==> src/rtl/cordic_stream_ctrl_if.sv <==
// Stream-side bundle for cordic_stream_ctrl: operand input, pipeline issue/return, result output, status.
// Optional tag signals exist only when CORDIC_STREAM_TAG_EN is defined.
interface cordic_stream_ctrl_if #(
    parameter int DW         = 32,
    parameter int FIFO_DEPTH = 32
);
    localparam int CW = $clog2(FIFO_DEPTH) + 1;

    logic          clk_en;
    logic          in_valid;
    logic          in_ready;
    logic [DW-1:0] in_data;
    logic          pipe_clk_en;
    logic [DW-1:0] pipe_dataa;
    logic [DW-1:0] pipe_result;
    logic          out_valid;
    logic          out_ready;
    logic [DW-1:0] out_data;
    logic [CW-1:0] inflight;
    logic          busy;
`ifdef CORDIC_STREAM_TAG_EN
    logic [7:0]    in_tag;
    logic [7:0]    out_tag;

    modport slave (
        input  clk_en, in_valid, in_data, pipe_result, out_ready, in_tag,
        output in_ready, pipe_clk_en, pipe_dataa, out_valid, out_data, inflight, busy, out_tag
    );
    modport master (
        output clk_en, in_valid, in_data, pipe_result, out_ready, in_tag,
        input  in_ready, pipe_clk_en, pipe_dataa, out_valid, out_data, inflight, busy, out_tag
    );
`else
    modport slave (
        input  clk_en, in_valid, in_data, pipe_result, out_ready,
        output in_ready, pipe_clk_en, pipe_dataa, out_valid, out_data, inflight, busy
    );
    modport master (
        output clk_en, in_valid, in_data, pipe_result, out_ready,
        input  in_ready, pipe_clk_en, pipe_dataa, out_valid, out_data, inflight, busy
    );
`endif
endinterface

==> src/rtl/cordic_stream_ctrl.sv <==
// Credit-based issue sequencer for a fixed-latency cosine CORDIC pipeline with an in-order FWFT result FIFO.
// Define CORDIC_STREAM_TAG_EN to carry an 8-bit tag alongside each operand/result.
module cordic_stream_ctrl #(
    parameter int LATENCY    = 16,
    parameter int FIFO_DEPTH = 32,
    parameter int DW         = 32
) (
    input  logic                 clock,
    input  logic                 reset,
    cordic_stream_ctrl_if.slave  bus
);
    localparam int AW = $clog2(FIFO_DEPTH);
    localparam int CW = AW + 1;

    logic [LATENCY-1:0] vld_sr_q, vld_sr_d;
    logic [CW-1:0]      count_q, count_d;
    logic [CW-1:0]      inflight_q, inflight_d;
    logic [AW-1:0]      wr_ptr_q, wr_ptr_d;
    logic [AW-1:0]      rd_ptr_q, rd_ptr_d;
    logic [DW-1:0]      mem_q [FIFO_DEPTH];

    logic en, credit, in_ready_w, accept, push, pop, out_valid_w;

    assign en          = bus.clk_en;
    // A pop on the same edge returns no credit: occupancy is judged on registered state only.
    assign credit      = ({1'b0, count_q} + {1'b0, inflight_q}) < (CW+1)'(FIFO_DEPTH);
    assign in_ready_w  = en & ~reset & credit;
    assign accept      = bus.in_valid & in_ready_w;
    assign push        = en & vld_sr_q[LATENCY-1];
    assign out_valid_w = (count_q != '0);
    assign pop         = en & bus.out_ready & out_valid_w;

    always_comb begin
        vld_sr_d   = {vld_sr_q[LATENCY-2:0], accept};
        inflight_d = inflight_q + CW'(accept) - CW'(push);
        count_d    = count_q + CW'(push) - CW'(pop);
        wr_ptr_d   = wr_ptr_q + AW'(push);
        rd_ptr_d   = rd_ptr_q + AW'(pop);
    end

    always_ff @(posedge clock) begin
        if (reset) begin
            vld_sr_q   <= '0;
            inflight_q <= '0;
            count_q    <= '0;
            wr_ptr_q   <= '0;
            rd_ptr_q   <= '0;
        end else if (en) begin
            vld_sr_q   <= vld_sr_d;
            inflight_q <= inflight_d;
            count_q    <= count_d;
            wr_ptr_q   <= wr_ptr_d;
            rd_ptr_q   <= rd_ptr_d;
        end
        if (!reset && push && !pop)
            assert (count_q < CW'(FIFO_DEPTH));
    end

    always_ff @(posedge clock) begin
        if (push)
            mem_q[wr_ptr_q] <= bus.pipe_result;
    end

    assign bus.in_ready    = in_ready_w;
    assign bus.pipe_clk_en = en & ~reset;
    assign bus.pipe_dataa  = accept ? bus.in_data : '0;
    assign bus.out_valid   = out_valid_w;
    assign bus.out_data    = out_valid_w ? mem_q[rd_ptr_q] : '0;
    assign bus.inflight    = inflight_q;
    assign bus.busy        = (inflight_q != '0) | out_valid_w;

`ifdef CORDIC_STREAM_TAG_EN
    logic [7:0] tag_sr_q  [LATENCY];
    logic [7:0] tag_mem_q [FIFO_DEPTH];

    // Tag delay line mirrors vld_sr so the tag is aligned with pipe_result at push time.
    always_ff @(posedge clock) begin
        if (en) begin
            tag_sr_q[0] <= bus.in_tag;
            for (int i = 1; i < LATENCY; i++)
                tag_sr_q[i] <= tag_sr_q[i-1];
        end
        if (push)
            tag_mem_q[wr_ptr_q] <= tag_sr_q[LATENCY-1];
    end

    assign bus.out_tag = out_valid_w ? tag_mem_q[rd_ptr_q] : 8'd0;
`endif
endmodule
==> src/flat_wrapper.sv <==
// flat-port wrapper written by rule: the top's interface ports become plain ports
module cordic_stream_ctrl_flat 
#(
    parameter int LATENCY    = 16,
    parameter int FIFO_DEPTH = 32,
    parameter int DW         = 32
)
  (clock, reset, bus_clk_en, bus_in_valid, bus_in_data, bus_pipe_result, bus_out_ready, bus_in_ready, bus_pipe_clk_en, bus_pipe_dataa, bus_out_valid, bus_out_data, bus_inflight, bus_busy);
  cordic_stream_ctrl_if #(.DW(DW), .FIFO_DEPTH(FIFO_DEPTH)) bus_i ();
  input  logic clock;
  input  logic reset;
  input wire logic [$bits(bus_i.clk_en)-1:0] bus_clk_en;
  input wire logic [$bits(bus_i.in_valid)-1:0] bus_in_valid;
  input wire logic [$bits(bus_i.in_data)-1:0] bus_in_data;
  input wire logic [$bits(bus_i.pipe_result)-1:0] bus_pipe_result;
  input wire logic [$bits(bus_i.out_ready)-1:0] bus_out_ready;
  output wire logic [$bits(bus_i.in_ready)-1:0] bus_in_ready;
  output wire logic [$bits(bus_i.pipe_clk_en)-1:0] bus_pipe_clk_en;
  output wire logic [$bits(bus_i.pipe_dataa)-1:0] bus_pipe_dataa;
  output wire logic [$bits(bus_i.out_valid)-1:0] bus_out_valid;
  output wire logic [$bits(bus_i.out_data)-1:0] bus_out_data;
  output wire logic [$bits(bus_i.inflight)-1:0] bus_inflight;
  output wire logic [$bits(bus_i.busy)-1:0] bus_busy;
  assign bus_i.clk_en = bus_clk_en;
  assign bus_i.in_valid = bus_in_valid;
  assign bus_i.in_data = bus_in_data;
  assign bus_i.pipe_result = bus_pipe_result;
  assign bus_i.out_ready = bus_out_ready;
  assign bus_in_ready = bus_i.in_ready;
  assign bus_pipe_clk_en = bus_i.pipe_clk_en;
  assign bus_pipe_dataa = bus_i.pipe_dataa;
  assign bus_out_valid = bus_i.out_valid;
  assign bus_out_data = bus_i.out_data;
  assign bus_inflight = bus_i.inflight;
  assign bus_busy = bus_i.busy;
  cordic_stream_ctrl #(.LATENCY(LATENCY), .FIFO_DEPTH(FIFO_DEPTH), .DW(DW)) u_core (.clock(clock), .reset(reset), .bus(bus_i));
endmodule
==> config.mk <==
export PLATFORM = sky130hd
export DESIGN_NAME = cordic_stream_ctrl_flat
export DESIGN_NICKNAME = d
export VERILOG_FILES = /design/src/rtl/cordic_stream_ctrl_if.sv /design/src/rtl/cordic_stream_ctrl.sv /design/src/flat_wrapper.sv
export SDC_FILE = /design/constraint.sdc
export NUM_CORES = 1
export LEC_CHECK = 0
export BUFFER_PORTS_ARGS = -buffer_cell sky130_fd_sc_hd__buf_2
export CAP_MARGIN = 20
export CORE_MARGIN = 5
export CORE_UTILIZATION = 40
export CTS_BUF_LIST = sky130_fd_sc_hd__clkbuf_16
export DETAILED_ROUTE_END_ITERATION = 6
export HOLD_SLACK_MARGIN = 0.15
export PLACE_DENSITY = 0.58
export SETUP_SLACK_MARGIN = 0.05
export SYNTH_ARGS = -nofsm -noshare
export SYNTH_HDL_FRONTEND = slang
export SYNTH_SLANG_ARGS = --single-unit
==> constraint.sdc <==
create_clock -name clock -period 5.3 [get_ports clock]
set_input_delay 0.53 -clock clock [delete_from_list [all_inputs] [get_ports clock]]
set_output_delay 0.53 -clock clock [all_outputs]
set_load 0.01 [all_outputs]
# After elaboration in Yosys (flattened, before gate mapping)
# Memories as Yosys holds them, arrays and structs flattened. A register that Yosys moved wholly into a read port is not among the register bits.
# Index checks and enable logic that the tools add are counted.
[word_totals]
inputBits = 69
register_bits = 38
output_inout_bits = 74
n_memories = 1
mem_bits_rw = 1024
[mem_list]
columns = ["name", "depth", "width", "read_ports", "rd_ports_with_merged_regs", "wr", "line", "text"]
rows = [
  ["u_core.mem_q", 32, 32, 1, 1, 1, "cordic_stream_ctrl.sv:20", "logic [DW-1:0] mem_q [FIFO_DEPTH];"],
]
[op_classes]
n_mux = 6
reduce_logical = 2
n_lt_le_gt_ge = 1
n_bitwise = 8
addsub = 7
[ops]
columns = ["cell", "n"]
rows = [
  ["32-bit 2-to-1 mux", 2],
  ["6-bit by 1-bit adder with 6-bit output", 2],
  ["6-bit nonzero test", 2],
  ["6-bit by 1-bit subtractor with 6-bit output", 2],
  ["5-bit by 1-bit adder with 5-bit output", 2],
  ["5-bit 2-to-1 mux", 2],
  ["6-bit by 6-bit adder with 7-bit output", 1],
  ["7-bit by 6-bit less-than comparator with 1-bit output (second input constant)", 1],
  ["1-bit bitwise AND", 6],
  ["1-bit 2-to-1 mux", 2],
  ["1-bit NOT", 1],
  ["1-bit OR", 1],
]

# Depth between registers and ports, before layout
[logic_depth]
ltp_word = 6
depth_mapped = 15

# Worst setup path before layout
# Ideal clock, no wire load.
[synth_timing]
path_kind = "input -> register"
startpoint = "input port bus_clk_en"
endpoint = "memory u_core.mem_q[28][0], enable pin"
required_ns = 4.879
n_path_buf = 2
path_slack_ns = 2.033
cell_stages = 5
t_arrival_ns = 2.846
setup_ns = 0.421
path_cell_list = "and2_1 clkbuf_1 or3b_2 clkbuf_1 nor2_1"
[synth_via]
elab_chain_cells = 3
[synth_rtl]
columns = ["item", "line", "text"]
rows = [
  ["start, declared", "flat_wrapper.sv:12", "input wire logic [$bits(bus_i.clk_en)-1:0] bus_clk_en;"],
  ["1-bit bitwise AND", "cordic_stream_ctrl.sv:29", "assign push = en & vld_sr_q[LATENCY-1];"],
  ["1-bit 2-to-1 mux", "cordic_stream_ctrl.sv:60", "if (push)"],
  ["1-bit 2-to-1 mux (implied by the code)", "cordic_stream_ctrl.sv:61", "mem_q[wr_ptr_q] <= bus.pipe_result;"],
  ["end, declared", "cordic_stream_ctrl.sv:20", ""],
]
# Every way passes these cells.

==> reports/metrics.sh <==
STATUS='complete, no violations'
ANTENNA_VIOLATIONS_BEFORE_REPAIR=6
DPL.HPWL_MM=57.7
AREA.SEQUENTIAL_SQ_UM=31600
BUFFER_PORTS.INSERTED=142
NUM_IO_PINS=143
CLOCK_TREE.BUFFER_DEPTH=3
WORST-SLEW-PIN-TRANSITION_PS=1120
CLOCK_TREE.ROOT_CELL='sky130_fd_sc_hd__clkbuf_16'
ROUTE.ANTENNA.REMAINING_NETS=0
SYNTH_LARGEST_AREA_CELL='sky130_fd_sc_hd__edfxtp_1'
SYNTHESIS.INSTANCES=1840
DRT_PASS1_ITERATIONS=5
ANTENNA_CELLS_INSERTED=0
INSTANCE_COUNT_AFTER_PLACEMENT_WITH_TAP_CELLS_INCLUDED=3326
HOLD_VIOL_FINAL=0
RELSLEWSLACK=0.257
WORST_R2R_PATH_DEPTH=15
TOTAL_POWER_PER_UNIT_CELL_AREA_nW_PER_UM2=376
FIRST_GLOBAL_VIAS=20700
CTS.REPAIR.RESIZED=0
SHARE_OF_CELLS_ABOVE_DRIVE_STRENGTH_1=0.347
VIAS_PER_CELL=5.63
PERIOD_MINUS_SLACK_PS=4330
DIE_AREA_SQ_UM=110000
MULTI_INPUT_COMB_AREA_SQ_UM=9380
CTS-HTREE-LEVELS=3
WORST_HOLD_PATH.ENDPOINT='u_core.mem_q[15][8]'
HOLD_START='bus_pipe_result[8]'
FINISH.INSTANCE_AREA_SQ_UM=47800
CORE_REGION_AREA_SQ_UM=103000
ARRIVAL_PS=3800
CTS_SINKS=1067
FINAL-MAX-SLEW-VIOLATION-COUNT=0
PLACED_INST_AREA_SQ_UM=44200
SYNTH_LARGEST_TYPE_AREA_FRACTION=0.741
CTS_TREE='built'
CLOCK_SKEW_PS=18.8
SYN-NUM-NETS=1936
PATH_CLK_SLEW_PS=60
GRT_RESIDUAL_OVERFLOW=0
ROWS=118
CRITPATHLAUNCHTYPE='flop'
DIEWIDTH_UM=332
HOLDPATHSTAGES=1
CTS_BUFFERS=106
SYN_AVG_CELL_AREA_SQ_UM=22.6
LARGEST_NET_DEGREE_AT_THE_START_OF_GLOBAL_ROUTING=72
ROUTED-VIA-COUNT=19900
MAXIMUM_VDD_DROP_V=0.000260
WORST-R2R-SETUP-SLACK_PS=1930
WL_PER_CELL_UM=29.0
CTS.REPAIR_TIMING.SETUP_BUFFER_COUNT=0
CRIT-REG2REG-CAPTURE='u_core.count_q[4]'
NUMBER_OF_FLIP_FLOPS_AND_LATCHES_IN_THE_SYNTHESIZED_NETLIST=1067
MAX_CAP_VIOLATIONS=0
FINAL.FILL_COUNT=8624
FINALSETUPTNS_PS=0
CP.REQUIRED_PS=4770
SYNTH_WARNINGS=0
FINALCRITPERIODSHARE=0.817
PATH_CLASS='reg2out'
ROUTE.DETAILED.DRC=0
POWER.LEAKAGE_nW=15.0
SYNTH_CELL_TYPES=41
CLK_LATENCY_PS=670
POST-LAYOUT-TOTAL-POWER_mW=18.0
TIMING.CRITICAL_PATH.FANOUT_MAX=36
HOLD_BUFFERS=0
SYNTHTOPCELLSBYAREA='sky130_fd_sc_hd__edfxtp_1 (74%), sky130_fd_sc_hd__mux4_2 (16%), sky130_fd_sc_hd__dfxtp_1 (2.1%)'
WORSTREG2REGSTART='u_core.count_q[3]'
TIMING.FMAX_MHz=231
DRT_FIRST_ITER_VIOLATIONS=1710
INITIAL_UTIL=0.401
DIE_H_UM=332
ROUTABILITY_CONGESTION_ESTIMATE=0.789
FLOW.AREA_GROWTH_FROM_SYNTHESIS_PCT=15.2
TIMING.FINAL.SETUP_VIOLATIONS=0
SYNTH_AREA_SQ_UM=41500
YS_SEQ_AREA_FRAC=0.762
WIRE_LENGTH_OF_THE_FIRST_GLOBAL_ROUTING_PASS_MM=147
FIN_NETS=2150
ENDPOINT_KIND='output pin'
RSZ_0062_RAISED_AFTER_GLOBAL_ROUTING='no'
WORSTHOLDPATHTYPE='in2reg'
POSTROUTEWIRELENGTH_MM=102
GROUTE.USAGE.OVERALL=0.183
FIN_CELLS=3525
==> how the worst max path moves through the flow <==
stage / to / slack [ps] / cells after the start
after CTS: bus_out_data[30] / 880 / 5
after detailed placement: bus_out_data[30] / 1620 / 5
after global placement: bus_out_data[30] / 1610 / 5
after floorplan: u_core.mem_q[28][0] / 2030 / 5
after global routing: bus_out_data[30] / 870 / 5
final: bus_out_data[30] / 970 / 5
==> cell usage in the layout (no fill, tap or decap), types with 2 or more instances in the layout <==
cell	Yosys	layout
sky130_fd_sc_hd__o221ai_1	32	32
sky130_fd_sc_hd__a21oi_1	7	7
sky130_fd_sc_hd__xnor2_1	4	4
sky130_fd_sc_hd__buf_4	5	62
sky130_fd_sc_hd__and2_1	2	2
sky130_fd_sc_hd__nand2b_1	5	5
sky130_fd_sc_hd__mux2i_1	55	55
sky130_fd_sc_hd__and3_1	33	33
sky130_fd_sc_hd__mux4_2	288	288
sky130_fd_sc_hd__or3_1	4	4
sky130_fd_sc_hd__clkinvlp_2	0	2
sky130_fd_sc_hd__buf_2	29	142
sky130_fd_sc_hd__xor2_1	8	8
sky130_fd_sc_hd__a221oi_2	32	32
sky130_fd_sc_hd__nor2_1	70	37
sky130_fd_sc_hd__ha_1	25	25
sky130_fd_sc_hd__dfxtp_4	0	4
sky130_fd_sc_hd__clkinv_1	17	39
sky130_fd_sc_hd__a21o_1	3	3
sky130_fd_sc_hd__clkinvlp_4	0	9
sky130_fd_sc_hd__a211oi_1	6	6
sky130_fd_sc_hd__nand4_1	5	5
sky130_fd_sc_hd__nand3b_1	5	5
sky130_fd_sc_hd__clkinv_2	0	22
sky130_fd_sc_hd__o311ai_0	2	2
sky130_fd_sc_hd__edfxtp_1	1024	1024
sky130_fd_sc_hd__dfxtp_1	43	38
sky130_fd_sc_hd__bufinv_16	0	14
sky130_fd_sc_hd__or3b_2	3	3
sky130_fd_sc_hd__inv_2	9	9
sky130_fd_sc_hd__nand3_1	5	5
sky130_fd_sc_hd__o21ai_0	2	2
sky130_fd_sc_hd__inv_1	30	46
sky130_fd_sc_hd__fa_1	2	2
sky130_fd_sc_hd__nor2_4	0	33
sky130_fd_sc_hd__clkbuf_16	0	110
sky130_fd_sc_hd__buf_12	0	6
sky130_fd_sc_hd__nand2_1	8	8
==> synth_stat cells <==
cell                       instances
sky130_fd_sc_hd__or3_1             4
sky130_fd_sc_hd__o221ai_1         32
sky130_fd_sc_hd__clkinv_1         17
sky130_fd_sc_hd__dfxtp_1          43
sky130_fd_sc_hd__buf_1             1
sky130_fd_sc_hd__buf_8             3
sky130_fd_sc_hd__or3b_2            3
sky130_fd_sc_hd__or2_2             1
sky130_fd_sc_hd__a21oi_1           7
sky130_fd_sc_hd__xor2_1            8
sky130_fd_sc_hd__nand4_1           5
sky130_fd_sc_hd__nor2_1           70
sky130_fd_sc_hd__and2_1            2
sky130_fd_sc_hd__nand3b_1          5
sky130_fd_sc_hd__mux2i_1          55
sky130_fd_sc_hd__nand3_1           5
sky130_fd_sc_hd__nor2b_1           2
sky130_fd_sc_hd__inv_1            30
sky130_fd_sc_hd__or4_1             1
sky130_fd_sc_hd__edfxtp_1       1024
sky130_fd_sc_hd__a31oi_1           1
sky130_fd_sc_hd__ha_1             25
sky130_fd_sc_hd__a21o_1            3
sky130_fd_sc_hd__mux4_2          288
sky130_fd_sc_hd__a31o_2            1
sky130_fd_sc_hd__xnor2_1           4
sky130_fd_sc_hd__o21ai_0           2
sky130_fd_sc_hd__buf_4             5
sky130_fd_sc_hd__a211oi_1          6
sky130_fd_sc_hd__nand2b_1          5
sky130_fd_sc_hd__and3_1           33
sky130_fd_sc_hd__buf_2            29
sky130_fd_sc_hd__fa_1              2
sky130_fd_sc_hd__buf_6             9
sky130_fd_sc_hd__clkbuf_4          1
sky130_fd_sc_hd__nand2_1           8
sky130_fd_sc_hd__clkbuf_1         56
sky130_fd_sc_hd__nor3b_1           1
sky130_fd_sc_hd__o311ai_0          2
sky130_fd_sc_hd__a221oi_2         32
sky130_fd_sc_hd__inv_2             9
==> power by group <==
part | leakage (nW) | internal [mW] | switching [mW]
clock | 1.79 | 4.44 | 3.18
combinational | 3.68 | 0.447 | 0.639
sequential | 9.55 | 9.25 | 0.0399
==> flip-flops by register name, summed over array words and instances (netlist names), named ones only <==
signal / count
u_core.mem_q: 1024
u_core.vld_sr_q: 16
u_core.bus.inflight: 6
u_core.count_q: 6
u_core.rd_ptr_q: 5
u_core.wr_ptr_q: 5
==> area by class of cell <==
| cell class | instances | share of cell area |
|---|---|---|
| Tap cell | 1380 | 0.0361 |
| Timing Repair Buffer | 210 | 0.0271 |
| Clock inverter | 89 | 0.0171 |
| Inverter | 56 | 0.00440 |
| Multi-Input combinational cell | 613 | 0.196 |
| Sequential cell | 1067 | 0.662 |
| Clock buffer | 110 | 0.0576 |
==> through the flow <==
| stage | utilization | hold slack (ps) | setup slack [ps] |
|---|---|---|---|
| floorplan | - | 452 | 2030 |
| global route | 0.463 | 332 | 871 |
| CTS | 0.463 | 314 | 883 |
| finish | 0.463 | 356 | 972 |
| global placement | 0.428 | 472 | 1610 |
| detailed placement | 0.428 | 488 | 1620 |
==> metal layers <==
| metal | wire [um] | share of wire | up-vias | GRT usage |
|---|---|---|---|---|
| met1 | 41700 | 0.41 | 10700 | 0.254 |
| met3 | 7580 | 0.074 | 126 | 0.0384 |
| met5 | 20 | 0.00020 | - | 0 |
| li1 | - | - | 8209 | - |
| met4 | 1700 | 0.017 | 2 | 0.0348 |
| met2 | 51400 | 0.50 | 850 | 0.305 |
==> critical path, cell delays in order, from the launching register on <==
cell                       delay, ps
sky130_fd_sc_hd__dfxtp_4         830
sky130_fd_sc_hd__nand2b_1        940
sky130_fd_sc_hd__buf_4           370
sky130_fd_sc_hd__o221ai_1        270
sky130_fd_sc_hd__a221oi_2        430
sky130_fd_sc_hd__buf_2           220
==> cells by family (layout without fill, tap and decap cells) <==
family          Yosys count  in the layout  synth area share
flops                  1067           1067             0.762
simple gates            145            145            0.0174
buf+inv                 160            465            0.0183
mux                     343            343             0.170
xor+xnor                 12             12           0.00253
fa+ha+maj                27             27           0.00850
compound gates           86             86            0.0218
(Power assumes the default switching activity.)
